<file path="src/rtl/fsk_pkg.sv">
// fsk_pkg: shared definitions for the two-tone FSK link (transmitter and
// frequency analyzer). Defining FSK_TX_PARITY_EN adds an even-parity bit
// between the data bits and the stop bit.
package fsk_pkg;

    // Frame layout
    localparam int unsigned FSK_DATA_BITS = 8;
    localparam int unsigned FSK_IDX_W     = $clog2(FSK_DATA_BITS);
`ifdef FSK_TX_PARITY_EN
    localparam int unsigned FSK_FRAME_BITS = 11;
`else
    localparam int unsigned FSK_FRAME_BITS = 10;
`endif

    // Transmitter FSM states
    typedef enum logic [2:0] {
        ST_IDLE   = 3'd0,
        ST_START  = 3'd1,
        ST_DATA   = 3'd2,
`ifdef FSK_TX_PARITY_EN
        ST_PARITY = 3'd4,
`endif
        ST_STOP   = 3'd3
    } fsk_state_t;

    // Half-period of a tone in clock cycles, integer-truncated. The analyzer
    // uses the same function so both ends agree on the classification window.
    function automatic int unsigned fsk_half_period(input int unsigned clk_hz,
                                                    input int unsigned tone_hz);
        return clk_hz / (32'd2 * tone_hz);
    endfunction

endpackage

</file>
<file path="src/rtl/fsk_tone_generator.sv">
// fsk_tone_generator: phase-continuous two-tone square wave. A down-counter
// runs from H(bit) to 1; at 1 the output toggles and the counter reloads with
// the half-period of the bit currently selected. Changing bit_value never
// forces a toggle; the new tone applies from the next reload onwards.
module fsk_tone_generator #(
    parameter int unsigned H1 = 10,
    parameter int unsigned H2 = 5
) (
    input  logic clock,
    input  logic reset_n,
    input  logic run,
    input  logic bit_value,
    output logic tx_out
);

    localparam int unsigned CW = $clog2(H1 + 1);
    localparam logic [CW-1:0] CNT_H1  = CW'(H1);
    localparam logic [CW-1:0] CNT_H2  = CW'(H2);
    localparam logic [CW-1:0] CNT_ONE = CW'(1);

    logic [CW-1:0] r_cnt;
    logic          r_tx;
    logic [CW-1:0] w_reload;

    // Half-period to use on the next reload
    assign w_reload = bit_value ? CNT_H2 : CNT_H1;

    // Reload counter and toggle flop; a zero count marks a fresh start from idle
    always_ff @(posedge clock or negedge reset_n) begin
        if (!reset_n) begin
            r_cnt <= '0;
            r_tx  <= 1'b0;
        end else if (!run) begin
            r_cnt <= '0;
            r_tx  <= 1'b0;
        end else if (r_cnt == '0) begin
            r_cnt <= CNT_H1;
            r_tx  <= 1'b0;
        end else if (r_cnt == CNT_ONE) begin
            r_cnt <= w_reload;
            r_tx  <= ~r_tx;
        end else begin
            r_cnt <= r_cnt - CNT_ONE;
        end
    end

    assign tx_out = r_tx;

endmodule

</file>
<file path="src/rtl/fsk_transmitter.sv">
// fsk_transmitter: serialises bytes into start / 8 data (LSB first) / stop
// frames and sends each bit as a tone: FREQUENCY_1 for 0, FREQUENCY_2 for 1.
// Defining FSK_TX_PARITY_EN inserts an even-parity bit before the stop bit.
//
// Handshake: a byte is accepted on any rising edge where valid && ready.
// ready is high in IDLE and in the last STOP cycle while enabled, so frames
// can run back to back with no idle gap; valid may wait indefinitely and
// data must stay stable until it is accepted.
module fsk_transmitter import fsk_pkg::*; #(
    parameter int unsigned FREQUENCY_1 = 9000,
    parameter int unsigned FREQUENCY_2 = 11000,
    parameter int unsigned CLOCK       = 50000000,
    parameter int unsigned BAUD        = 1000
) (
    input  logic       clock,
    input  logic       reset_n,
    input  logic       enable,
    input  logic [7:0] data,
    input  logic       valid,
    output logic       ready,
    output logic       busy,
    output logic       tx_out
);

    localparam int unsigned H1        = fsk_half_period(CLOCK, FREQUENCY_1);
    localparam int unsigned H2        = fsk_half_period(CLOCK, FREQUENCY_2);
    localparam int unsigned BIT_TICKS = CLOCK / BAUD;
    localparam int unsigned TW        = $clog2(BIT_TICKS);

    localparam logic [TW-1:0]        TICK_LAST = TW'(BIT_TICKS - 1);
    localparam logic [TW-1:0]        TICK_ONE  = TW'(1);
    localparam logic [FSK_IDX_W-1:0] IDX_LAST  = FSK_IDX_W'(FSK_DATA_BITS - 1);
    localparam logic [FSK_IDX_W-1:0] IDX_ONE   = FSK_IDX_W'(1);

    // Reject parameter sets whose tones cannot be told apart or do not fit a bit
    if (H2 < 2 || H1 <= H2 || BIT_TICKS < 2 * H1) begin : g_bad_params
        $error("fsk_transmitter: invalid tone/baud parameters (H1=%0d H2=%0d BIT_TICKS=%0d)",
               H1, H2, BIT_TICKS);
    end

    fsk_state_t           r_state;
    fsk_state_t           w_state_next;
    logic [TW-1:0]        r_tick;
    logic [TW-1:0]        w_tick_next;
    logic [FSK_IDX_W-1:0] r_idx;
    logic [FSK_IDX_W-1:0] w_idx_next;
    logic [7:0]           r_shift;
    logic [7:0]           w_shift_next;
`ifdef FSK_TX_PARITY_EN
    logic                 r_parity;
    logic                 w_parity_next;
`endif
    logic                 r_rst_done;
    logic                 w_bit_end;
    logic                 w_ready;
    logic                 w_accept;
    logic                 w_run;
    logic                 w_tone_bit;

    assign w_bit_end = (r_tick == TICK_LAST);
    assign w_ready   = enable && r_rst_done &&
                       ((r_state == ST_IDLE) || ((r_state == ST_STOP) && w_bit_end));
    assign w_accept  = valid && w_ready;

    // Holds ready low while reset is asserted and until the first edge after it
    always_ff @(posedge clock or negedge reset_n) begin
        if (!reset_n) r_rst_done <= 1'b0;
        else          r_rst_done <= 1'b1;
    end

    // FSM, bit timer, data index and shift register
    always_ff @(posedge clock or negedge reset_n) begin
        if (!reset_n) begin
            r_state  <= ST_IDLE;
            r_tick   <= '0;
            r_idx    <= '0;
            r_shift  <= '0;
`ifdef FSK_TX_PARITY_EN
            r_parity <= 1'b0;
`endif
        end else begin
            r_state  <= w_state_next;
            r_tick   <= w_tick_next;
            r_idx    <= w_idx_next;
            r_shift  <= w_shift_next;
`ifdef FSK_TX_PARITY_EN
            r_parity <= w_parity_next;
`endif
        end
    end

    // Next-state logic plus the bit the tone generator sends after this edge
    always_comb begin
        w_state_next  = r_state;
        w_tick_next   = r_tick + TICK_ONE;
        w_idx_next    = r_idx;
        w_shift_next  = r_shift;
`ifdef FSK_TX_PARITY_EN
        w_parity_next = r_parity;
`endif
        w_tone_bit    = 1'b0;

        if (!enable) begin
            // Abort: drop the frame and the latched byte
            w_state_next  = ST_IDLE;
            w_tick_next   = '0;
            w_idx_next    = '0;
            w_shift_next  = '0;
`ifdef FSK_TX_PARITY_EN
            w_parity_next = 1'b0;
`endif
        end else begin
            case (r_state)
                ST_IDLE: begin
                    w_tick_next = '0;
                    if (w_accept) begin
                        w_state_next  = ST_START;
                        w_idx_next    = '0;
                        w_shift_next  = data;
`ifdef FSK_TX_PARITY_EN
                        w_parity_next = ^data;
`endif
                    end
                end
                ST_START: begin
                    if (w_bit_end) begin
                        w_state_next = ST_DATA;
                        w_tick_next  = '0;
                        w_idx_next   = '0;
                    end
                end
                ST_DATA: begin
                    if (w_bit_end) begin
                        w_tick_next  = '0;
                        w_shift_next = {1'b0, r_shift[7:1]};
                        if (r_idx == IDX_LAST) begin
                            w_idx_next = '0;
`ifdef FSK_TX_PARITY_EN
                            w_state_next = ST_PARITY;
`else
                            w_state_next = ST_STOP;
`endif
                        end else begin
                            w_idx_next = r_idx + IDX_ONE;
                        end
                    end
                end
`ifdef FSK_TX_PARITY_EN
                ST_PARITY: begin
                    if (w_bit_end) begin
                        w_state_next = ST_STOP;
                        w_tick_next  = '0;
                    end
                end
`endif
                ST_STOP: begin
                    if (w_bit_end) begin
                        w_tick_next = '0;
                        if (w_accept) begin
                            // Gapless follow-on frame; the tone keeps its phase
                            w_state_next  = ST_START;
                            w_idx_next    = '0;
                            w_shift_next  = data;
`ifdef FSK_TX_PARITY_EN
                            w_parity_next = ^data;
`endif
                        end else begin
                            w_state_next = ST_IDLE;
                        end
                    end
                end
                default: begin
                    w_state_next = ST_IDLE;
                    w_tick_next  = '0;
                end
            endcase
        end

        case (w_state_next)
            ST_DATA:   w_tone_bit = w_shift_next[0];
`ifdef FSK_TX_PARITY_EN
            ST_PARITY: w_tone_bit = w_parity_next;
`endif
            ST_STOP:   w_tone_bit = 1'b1;
            default:   w_tone_bit = 1'b0;
        endcase
    end

    assign w_run = (w_state_next != ST_IDLE);

    fsk_tone_generator #(
        .H1 (H1),
        .H2 (H2)
    ) u_tone (
        .clock     (clock),
        .reset_n   (reset_n),
        .run       (w_run),
        .bit_value (w_tone_bit),
        .tx_out    (tx_out)
    );

    assign ready = w_ready;
    assign busy  = (r_state != ST_IDLE);

endmodule

</file>
<file path="config.mk">
export PLATFORM = sky130hd
export DESIGN_NAME = fsk_transmitter
export DESIGN_NICKNAME = d
export VERILOG_FILES = /design/src/rtl/fsk_pkg.sv /design/src/rtl/fsk_tone_generator.sv /design/src/rtl/fsk_transmitter.sv
export SDC_FILE = /design/constraint.sdc
export NUM_CORES = 1
export LEC_CHECK = 0
export CORE_MARGIN = 1
export CORE_UTILIZATION = 50
export DETAILED_ROUTE_END_ITERATION = 10
export PLACE_DENSITY = 0.69
export SYNTH_ARGS = -nofsm -noshare
export SYNTH_HDL_FRONTEND = slang
export SYNTH_SLANG_ARGS = --single-unit
export TNS_END_PERCENT = 10
</file>
<file path="constraint.sdc">
create_clock -name clock -period 2.53 [get_ports clock]
set_input_delay 0.506 -clock clock [delete_from_list [all_inputs] [get_ports clock]]
set_output_delay 0.506 -clock clock [all_outputs]
set_load 0.005 [all_outputs]
</file>
; ---- Word level (Yosys, flattened, before mapping)
; Index checks and enable logic that the tools add are counted.
[word_totals]
reg_bits = 44
out_inout_bits = 3
inputBits = 12
word_cells = 69
[classes]
addsub = 3
reduce_logical = 12
n_mux = 31
n_eq_ne = 14
bitwise_logic = 1
[ops]
columns = operator, count
row1 = $mux W16, 3
row2 = $mux W12, 3
row3 = $mux W3, 12
row4 = $mux W8, 4
row5 = $pmux W3 S4, 2
row6 = $pmux W8 S3, 1
row7 = $add A16 B1 Y16 const B, 1
row8 = $eq A16 B16 Y1 const B, 1
row9 = $eq A12 B1 Y1 const B, 1
row10 = $eq A3 B2 Y1 const B, 4
row11 = $logic_not A12 Y1, 1
row12 = $ne A3 B3 Y1 const B, 4
row13 = $sub A12 B1 Y12 const B, 1
row14 = $mux W10, 1
row15 = $reduce_bool A3 Y1, 2
row16 = $ne A5 B1 Y1 const B, 1
row17 = $logic_and A1 B1 Y1, 4
row18 = $mux W1, 4
row19 = $ne A4 B1 Y1 const B, 1
row20 = $reduce_and A4 Y1, 1
row21 = $add A3 B1 Y3 const B, 1
row22 = $eq A3 B1 Y1 const B, 1
row23 = $eq A3 B3 Y1 const B, 1
row24 = $logic_not A3 Y1, 1
row25 = other kinds (5), 5

; ---- Longest topological paths before layout
[depth]
depth_word = 15
mapped_depth = 9
depth_no_buf = 7

; ---- Cells and area by module
; From an unflattened synthesis, not the netlist that was laid out.
[hier_totals]
cells_unflattened = 257
hier_area_um2 = 2519.9
[by_module_without_submodules]
columns = module, cells_per_inst, area_each_um2, seq_area_each_um2, n_inst
row1 = fsk_transmitter, 183, 1767.9, 775.7, 1
row2 = fsk_tone_generator, 74, 752.0, 325.3, 1

; ---- Worst setup path after synthesis
; OpenSTA, ideal clock, no wires.
[synth_path]
path_type = register to output
from = reg r_tick[0]
to = out ready
arrival_ns = 1.487
stages_incl_launch_ff = 8
setup_slack_ns = 0.537
required_ns = 2.024
path_cell_list = dfrtp_1 ha_1 and3_1 buf_2 and4_4 buf_6 a21o_1 and3_1
[synth_between]
elab_chain_cells = 4
[synth_rtl]
columns = item, line
row1 = start: declaration, fsk_transmitter.sv:43  ; logic [TW-1:0] r_tick;
row2 = start signal: assignment, fsk_transmitter.sv:83  ; r_tick <= w_tick_next;
row3 = $eq A16 B16 Y1, fsk_transmitter.sv:60  ; assign w_bit_end = (r_tick == TICK_LAST);
row4 = $logic_and A1 B1 Y1, fsk_transmitter.sv:62  ; ((r_state == ST_IDLE) || ((r_state == ST_STOP) && w_bit_end));
row5 = $logic_or A1 B1 Y1, fsk_transmitter.sv:62
row6 = $logic_and A1 B1 Y1, fsk_transmitter.sv:61  ; assign w_ready = enable && r_rst_done &&
row7 = end: declaration, fsk_transmitter.sv:20  ; output logic ready,
; Every way passes these cells.

; ---- Final worst setup path
; Ends and elaborated chain as after synthesis.

==> impl_metrics.toml <==
[run_status]
status = "finished, final reports clean"

[global_route]
grt_pass1_vias = 1855
grt_first_pass_wirelength_microns = 8380
antenna_found_initial = 0
grt_usage_pct = 20.7
grt_max_degree = 18
overflow = 0

[timing]
holdWs_ps = 85.7
max_freq_mhz = 427
finalSetupViolCount = 0
post-route-period-util_pct = 92.6
slew_headroom_pct = 61.5
fin_tns_setup_ps = 0
report.final.slew_viol_count = 0
hold_viol_final = 0
rsz0062_at_grt = "no"
fin_crit_ps = 2340
tightest_slew_ps = 573
skew_ps = 10.4

[clocking]
clock-sinks = 44
cts_made_buffers = 5
max-clock-path-buffers = 2
hold_buffers = 0
cts_tree = "done"
cts-htree-levels = 2
cts-root-buf = "clkbuf_8"
clk_latency_ps = 290
clk_pin_slew_ps = 90

[layout]
drive_gt1_share_pct = 14.5
instances_no_fill = 343
mostFrequentLayoutCells = "dfrtp_1, nor2_1, nand2_1, xnor2_1, a21oi_1"
finalNetCount = 292
fill_cells = 398
mostFrequentLayoutCell = "dfrtp_1"
diodes = 0
synthToLayoutAreaGrowth_pct = 15.3

[floorplanning]
start_util_pct = 51.7
die_h_microns = 71.9
io_pins = 15
core_sq_mm = 0.00472
rows = 25
die_area_sq_mm = 0.00517
dieWidth_microns = 71.9

[logic_synthesis]
synth_edf_count = 0
synth-seq-cells = 44
syn_avg_cell_area_sq_um = 9.80
synth.yosys.seq_area_share_pct = 45.1
synth_ff_type = "dfrtp_1"
yosysWarnings = 0
async_reset_ff_share_pct = 100
synth_area_sq_mm = 0.00244
yosysUniqueCellTypes = 58
syn_nets = 266
netlist_instances = 249

[drt]
drc = 0
wl_per_cell_microns = 14.1
first_pass_iters = 4
drt-initial-drc-count = 214
vias = 1896
totalWireLength_microns = 4850
route.antenna.remaining_nets = 0
viasPerCell = 5.53

[critical_path]
worstPathArrival_ps = 1840
cp-start-kind = "flip-flop"
cp_slowest_cell = "dfrtp_1"
crit_path_max_incr_delay_ps = 390
cp_top_family = "simple AND/OR/NAND/NOR gates"
path_cells = "ha_2 > and3_4 > and4_4 > a21o_1 > and3_1 > dlygate4sd2_1"
required_ps = 2020
crit_buf_inv = 1
path_max_fanout = 2
worstSetupPathType = "reg -> out"
endpoint_kind = "primary output"

[placement]
routabilityCongestion = 0.875
dp_hpwl_microns = 3460
io_buffers = 14
dp.cells = 330

[pwr]
power.density_mw_per_mm2 = 487
combPwrFrac_pct = 13.2
power_frac_seq_pct = 53.2
netSwitchingFraction_pct = 25.7
p_switching_mw = 0.352
p_int_mw = 1.02
leakagePower_nw = 1.23
total_power_mw = 1.37
pwr-share-clk_pct = 33.6
max-vdd-ir-drop_uv = 358

[job]
max_cap_violations = 0

[min_path]
hp-class = "in -> async"
final timing paths:
kind	cells after the start	from	slack, ps	endpoint
worst max-delay path	6	r_tick[0]$_DFF_PN0_	190	ready
worst max register to register	8	r_tick[0]$_DFF_PN0_	360	u_tone.r_cnt[5]$_DFF_PN0_
worst min register to register	2	r_shift[4]$_DFFE_PN0P_	490	r_shift[3]$_DFFE_PN0P_
max in group asynchronous	2	reset_n	1920	u_tone.tx_out$_DFFE_PN0P_
worst min-delay path	1	reset_n	90	r_idx[1]$_DFFE_PN0P_
min in group clock	2	r_shift[4]$_DFFE_PN0P_	490	r_shift[3]$_DFFE_PN0P_
final cells by class:
| type | instances | area, sq um | share of cell area, % |
|---|---|---|---|
| flip-flops and latches | 44 | 1100 | 39.2 |
| clock inverters | 1 | 7.51 | 0.267 |
| well taps | 67 | 83.8 | 2.98 |
| inverters | 11 | 41.3 | 1.47 |
| multi-input cells | 187 | 1270 | 45.1 |
| clock buffers | 7 | 86.3 | 3.07 |
| repair buffers | 26 | 224 | 7.96 |
cell families after synthesis:
kind of cell,after synthesis,share of synthesized area [%]
AOI/OAI and AO/OA,48,14.9
xor gates and xnor gates,22,7.89
adders and majority gates,5,2.56
buffers and inverters,18,3.18
DFF,44,45.1
muxes,2,0.820
other,2,0.308
and+or+nand+nor,108,25.3
registers in the layout, indices dropped and copies added (netlist names):
| name | flops |
|---|---|
| r_shift | 8 |
| u_tone.r_cnt | 12 |
| r_tick | 16 |
| r_rst_done | 1 |
| r_state | 3 |
| r_idx | 3 |
| u_tone.tx_out | 1 |
synth_stat cells (2+ instances only):
master / count / area (sq um)
clkbuf_1: 4 / 15.0
dfrtp_1: 44 / 1100
nor4_1: 2 / 12.5
nor3_1: 4 / 20.0
nand2_1: 17 / 63.8
nor2b_1: 2 / 12.5
and2_1: 2 / 12.5
nand2b_1: 6 / 37.5
xnor2_1: 14 / 123
ha_1: 5 / 62.6
nand3_1: 12 / 60.1
o21ai_0: 7 / 35.0
a21boi_0: 2 / 15.0
o211ai_1: 2 / 15.0
a21oi_1: 13 / 65.1
mux2i_1: 2 / 20.0
or4_1: 2 / 15.0
xor2_1: 8 / 70.1
a211o_1: 2 / 17.5
or3_1: 3 / 18.8
and3_1: 9 / 56.3
nand4_1: 3 / 18.8
a222oi_1: 6 / 60.1
nor2_1: 30 / 113
conb_1: 2 / 7.51
inv_1: 11 / 41.3
a31oi_1: 2 / 12.5
buf_2: 2 / 10.0
a32oi_1: 2 / 17.5
repair_timing:
item	4_1_cts	5_1_grt
endpoints found under the setup margin	1	0
setup buffers	5	0
hold endpoints to repair	0	0
gates resized for setup	5	0
metal layers:
layer	GRT usage [%]	up-vias	routed length, microns	part of all wire, %
li1	-	933	-	-
met1	28.2	916	2360	49
met2	32.5	41	2230	46
met3	4.78	6	211	4.4
met4	7.63	0	54	1.1
met5	0	-	0	0
metrics by stage:
| step | cell area [sq um] | worst slack (ps) | utilization (%) |
|---|---|---|---|
| 3_3_place_gp | 2680 | 236 | 56.7 |
| 5_1_grt | 2820 | 133 | 59.6 |
| 3_5_place_dp | 2680 | 181 | 56.7 |
| 2_1_floorplan | 2440 | 537 | - |
| 4_1_cts | 2820 | 182 | 59.6 |
| 6_report | 2820 | 186 | 59.6 |
power by group through the flow:
stage	clock (mW)	combinational, mW	sequential, mW
floorplan	0	0.119	0.738
global placement	0	0.178	0.742
detailed placement	0	0.180	0.743
CTS	0.477	0.181	0.729
global route	0.505	0.200	0.731
finish	0.461	0.180	0.729
(Power assumes the default switching activity.)
